## src/rtl/mat_addsub_seq.sv

```systemverilog
// Sequential N x N matrix add/subtract, LANES elements per cycle, with
// optional saturation and a sticky overflow flag.
module mat_addsub_seq #(
    parameter int W     = 26,
    parameter int N     = 4,
    parameter int LANES = 4
) (
    input  logic             clk_sub,
    input  logic             rstn_sub,
    input  logic             start_sub,
    input  logic             clr_sub,
    input  logic             mode_sub,
    input  logic             sat_en,
    input  logic [N*N*W-1:0] a_flat,
    input  logic [N*N*W-1:0] b_flat,
    output logic [N*N*W-1:0] w_flat,
    output logic             busy,
    output logic             done,
    output logic             ovf
);

    localparam int K  = N * N / LANES;
    localparam int CW = (K > 1) ? $clog2(K) : 1;

    typedef enum logic {IDLE, RUN} state_t;

    state_t           state_q;
    state_t           state_d;
    logic [CW-1:0]    cnt;
    logic [N*N*W-1:0] a_q;
    logic [N*N*W-1:0] b_q;
    logic             mode_q;
    logic             sat_q;
    logic             load;
    logic             step;
    logic             last;

    logic [W-1:0]     a_g [K][LANES];
    logic [W-1:0]     b_g [K][LANES];
    logic [W-1:0]     w_q [K][LANES];
    logic [W:0]       sum [LANES];
    logic [W-1:0]     res [LANES];
    logic [LANES-1:0] lane_ovf;

    // Group-indexed views of the captured operands and of the result store.
    for (genvar k = 0; k < K; k++) begin : g_grp
        for (genvar l = 0; l < LANES; l++) begin : g_lane
            assign a_g[k][l] = a_q[(k*LANES+l)*W +: W];
            assign b_g[k][l] = b_q[(k*LANES+l)*W +: W];
            assign w_flat[(k*LANES+l)*W +: W] = w_q[k][l];
        end
    end

    always_ff @(posedge clk_sub or negedge rstn_sub) begin
        if (!rstn_sub) begin
            state_q <= IDLE;
        end else begin
            state_q <= state_d;
        end
    end

    always_comb begin
        state_d = state_q;
        case (state_q)
            IDLE:    if (load) state_d = RUN;
            RUN:     if (clr_sub || last) state_d = IDLE;
            default: state_d = IDLE;
        endcase
    end

    // clr_sub outranks both a new start and a pending RUN step.
    always_comb begin
        busy = (state_q == RUN);
        load = (state_q == IDLE) && start_sub && !clr_sub;
        step = (state_q == RUN) && !clr_sub;
        last = step && (cnt == CW'(K - 1));
    end

    // One guard bit catches overflow: it shows up as sum[W] != sum[W-1].
    always_comb begin
        for (int l = 0; l < LANES; l++) begin
            if (mode_q) begin
                sum[l] = {a_g[cnt][l][W-1], a_g[cnt][l]} + {b_g[cnt][l][W-1], b_g[cnt][l]};
            end else begin
                sum[l] = {a_g[cnt][l][W-1], a_g[cnt][l]} - {b_g[cnt][l][W-1], b_g[cnt][l]};
            end
            lane_ovf[l] = sum[l][W] ^ sum[l][W-1];
            if (lane_ovf[l] && sat_q) begin
                res[l] = sum[l][W] ? {1'b1, {(W-1){1'b0}}} : {1'b0, {(W-1){1'b1}}};
            end else begin
                res[l] = sum[l][W-1:0];
            end
        end
    end

    always_ff @(posedge clk_sub or negedge rstn_sub) begin
        if (!rstn_sub) begin
            a_q    <= '0;
            b_q    <= '0;
            mode_q <= 1'b0;
            sat_q  <= 1'b0;
            cnt    <= '0;
            ovf    <= 1'b0;
            done   <= 1'b0;
            for (int k = 0; k < K; k++) begin
                for (int l = 0; l < LANES; l++) begin
                    w_q[k][l] <= '0;
                end
            end
        end else begin
            done <= last;
            if (load) begin
                a_q    <= a_flat;
                b_q    <= b_flat;
                mode_q <= mode_sub;
                sat_q  <= sat_en;
                cnt    <= '0;
                ovf    <= 1'b0;
            end else if (step) begin
                for (int l = 0; l < LANES; l++) begin
                    w_q[cnt][l] <= res[l];
                end
                ovf <= ovf | (|lane_ovf);
                cnt <= last ? '0 : cnt + 1'b1;
            end
        end
    end

endmodule

```

## config.mk

```make
export PLATFORM = sky130hd
export DESIGN_NAME = mat_addsub_seq
export DESIGN_NICKNAME = d
export VERILOG_FILES = /design/src/rtl/mat_addsub_seq.sv
export SDC_FILE = /design/constraint.sdc
export NUM_CORES = 2
export LEC_CHECK = 0
export ABC_CLOCK_PERIOD_IN_PS = 7400
export CAP_MARGIN = 0
export CORE_AREA = 2 2 487 489
export DETAILED_ROUTE_END_ITERATION = 10
export DIE_AREA = 0 0 489 491
export PLACE_DENSITY = 0.58
export SLEW_MARGIN = 20
export SYNTH_ARGS = -nofsm -noshare
export SYNTH_HDL_FRONTEND = slang
export SYNTH_SLANG_ARGS = --single-unit
```

## constraint.sdc

```tcl
create_clock -name clk_sub -period 7.4 [get_ports clk_sub]
set_input_delay 1.85 -clock clk_sub [delete_from_list [all_inputs] [get_ports clk_sub]]
set_output_delay 1.85 -clock clk_sub [all_outputs]
set_load 0.02 [all_outputs]
```

==> results.cfg <==
[worst_setup_path]
crit_path_max_incr_delay_ps = 620
worstPathRequired_ps = 8040
crit_chain = mux4_2 > inv_1 > ha_1 > inv_1 > o41ai_1 > nor3b_1 > buf_4 > nor2_1 > xnor2_1 > ha_1 > and2_1 > a2111oi_0 > or3b_2 > and4b_1 > nor2_1 > o31ai_1 > nor2_2 > buf_4 > nand3_1 > nor2_1 > buf_4 > a211oi_1
cp.arrival_ps = 7740
slowest_stage = dfrtp_4
crit_type = reg -> reg
start_kind = flop
path_max_fanout = 21
cp-end-kind = flop

[global_route]
grt-ovfl-total = 0
grt_util_met3 = 0.0630
antenna_found_initial = 76
use_met1 = 0.286
track_usage = 0.212
gr-max-usage-layer = met2
grt_pass1_wl_mm = 359
use_met2 = 0.318
grt_pass1_vias = 45527
grt_max_degree = 182

[synthesis]
synth_cells = 4608
synth_edf_count = 0
yosys_most_used_dff = dfrtp_1
ys_seq_elements = 1255
ys_warn_count = 0
async_reset_ff_frac = 1.00
syn_area_um2 = 59800
avgSynthCellArea_um2 = 13.0
synthDistinctLibCells = 79
yosysSeqAreaShare = 0.525
syn_nets = 5562

[layout]
final_cell_mix = clkdlybuf4s50_1, dfrtp_1, mux2_2, a21oi_1, nor2_1
drive_gt1_frac = 0.257
layout_commonest_cell = clkdlybuf4s50_1
layout.nets = 6833
fin_util = 0.350
area_growth_pct = 37.1

[placed_design]
io_buffer_count = 1256
dpl_worst_slack_ps = 135
place_congestion = 0.922
hpwl_mm = 208

[route]
vias = 45127
dr.pass1.iters = 6
routed_wl_mm = 261
routedWlPerCell_um = 28.4
post_drt_via_cell_ratio = 4.92
drt_iter0_markers = 3641
drtAntennaViolNets = 0
drcViolationCount = 0

[die]
core_um2 = 235000
num_rows = 178
die_w_um = 489
io_pins = 1257
initial_core_util = 0.255
die-height_um = 491
dieArea_um2 = 240000

[sta]
clock_skew_ps = 33.1
drv_slew = 0
fin_crit_ps = 7100
worstMarginPinSlew_ps = 1210
slew_headroom = 0.188
setup_violations = 0
hold_violations = 0
period_share = 0.959
setup_slack_ps = 300
max_freq_ghz = 0.141

[clock_network]
clock_tree.root_cell = clkbuf_16
numCtsBuffers = 149
cts_tree = done
htree_num_levels = 4
clk_pin_slew_worst_paths_ps = 60
cts_num_sinks = 1255
max-clock-path-buffers = 3
postCtsHoldBufs = 0
worstSkewPairLatency_ps = 810

[pwr]
finalPower_mw = 41.4
irDropWorstVdd_v = 0.000583
cellLeakagePower_nw = 32.9
power_density_nw_per_um2 = 505

[run]
maxCapViolations = 0

[status]
outcome = complete, no violations

[hold_path]
holdCritPathClass = reg -> reg
-- flip-flops by register name (all words and copies together), names as in the netlist --
| register | cells |
|---|---|
| a_q | 416 |
| b_q | 416 |
| busy | 1 |
| cnt | 2 |
| done | 1 |
| mode_q | 1 |
| ovf | 1 |
| sat_q | 1 |
| w_flat | 416 |
-- power breakdown --
group	internal (mW)	leakage [nW]	total, mW	switching, mW
sequential	8.81	15.1	10.2	1.42
combinational	8.35	15.3	23.5	15.2
clock	4.49	2.49	7.63	3.14
total	21.6	32.9	41.4	19.7
-- routing by layer --
metal | part of all wire | vias up
met3 | 0.087 | 365
met1 | 0.44 | 23113
met2 | 0.44 | 1851
li1 | - | 19748
met4 | 0.035 | 50
met5 | 0.0012 | -
-- kinds of logic after synthesis --
logic type      count (synthesis)  share of synthesized area
mux                          1055                      0.238
buf+inv                       372                     0.0255
fa+ha+maj                     116                     0.0248
flops                        1255                      0.525
simple gates                  677                     0.0521
xor+xnor                      186                     0.0281
compound gates                947                      0.107
-- area by class of cell --
type | instances | area, µm²
flip-flops and latches | 1255 | 31400
diodes | 35 | 87.6
inverters | 76 | 285
fillers | 22982 | 153000
multi-input cells | 2981 | 27100
clock inverters | 55 | 733
repair buffers | 1416 | 14100
clock buffers | 213 | 4370
well taps | 3150 | 3940
-- synth_stat cells (12+ instances only) --
library cell,instances,area share
a31oi_1,39,0.0041
inv_1,76,0.0048
o21ai_0,195,0.016
buf_2,24,0.0020
nand3_1,35,0.0029
xnor2_1,81,0.012
and2_1,15,0.0016
a21oi_2,13,0.0019
and3_1,14,0.0015
dfrtp_1,1255,0.53
a311oi_1,30,0.0044
nor2b_1,20,0.0021
clkbuf_1,226,0.014
buf_1,25,0.0016
a211oi_1,71,0.0089
buf_4,15,0.0019
nor4_1,20,0.0021
or3_1,12,0.0013
nand2_1,206,0.013
o31ai_1,80,0.010
ha_1,112,0.023
mux4_2,207,0.078
o21bai_1,14,0.0018
mux2_2,842,0.16
a2bb2oi_1,15,0.0022
nor3_1,31,0.0026
xor2_1,100,0.015
a21o_1,36,0.0045
o21a_1,18,0.0023
a221o_1,95,0.016
nand2b_1,27,0.0028
nor2_1,246,0.015
a21oi_1,248,0.021
-- through the flow --
stage	hold slack (ps)	cells	area, µm²	setup TNS, ps
2_1_floorplan	475	4608	59800	0
3_5_place_dp	471	8873	76700	0
6_report	477	9181	82000	0
5_1_grt	506	9172	82000	-39.8
4_1_cts	484	9141	81800	0
3_3_place_gp	462	8873	76700	0
-- worst max-delay path, delay by kind of cell, from the launching register on --
| kind | cells | cell delay [ps] |
|---|---|---|
| buffers and inverters | 5 | 880 |
| AO/OA/AOI/OAI | 4 | 1370 |
| AND/OR/NAND/NOR | 9 | 2480 |
| adder cells (fa/ha/maj) | 2 | 550 |
| flip-flops | 1 | 620 |
| multiplexers | 1 | 600 |
| XOR/XNOR | 1 | 420 |
-- final timing paths --
kind | from | to | slack [ps] | cells past startpoint
hold reg to reg | w_flat[285] | w_flat[285] | 480 | 2
min in group asynchronous | rstn_sub | b_q[279] | 1020 | 1
hold / removal | w_flat[285] | w_flat[285] | 480 | 2
max in group asynchronous | rstn_sub | w_flat[239] | 4680 | 2
setup reg to reg | cnt[0] | w_flat[286] | 300 | 22
setup / recovery | cnt[0] | w_flat[286] | 300 | 22
-- repair_timing --
action,in CTS,in global routing
setup buffers,0,5
setup endpoints to repair,0,180
resized for setup,0,11
Note: power is estimated with default switching activity, not from simulation.
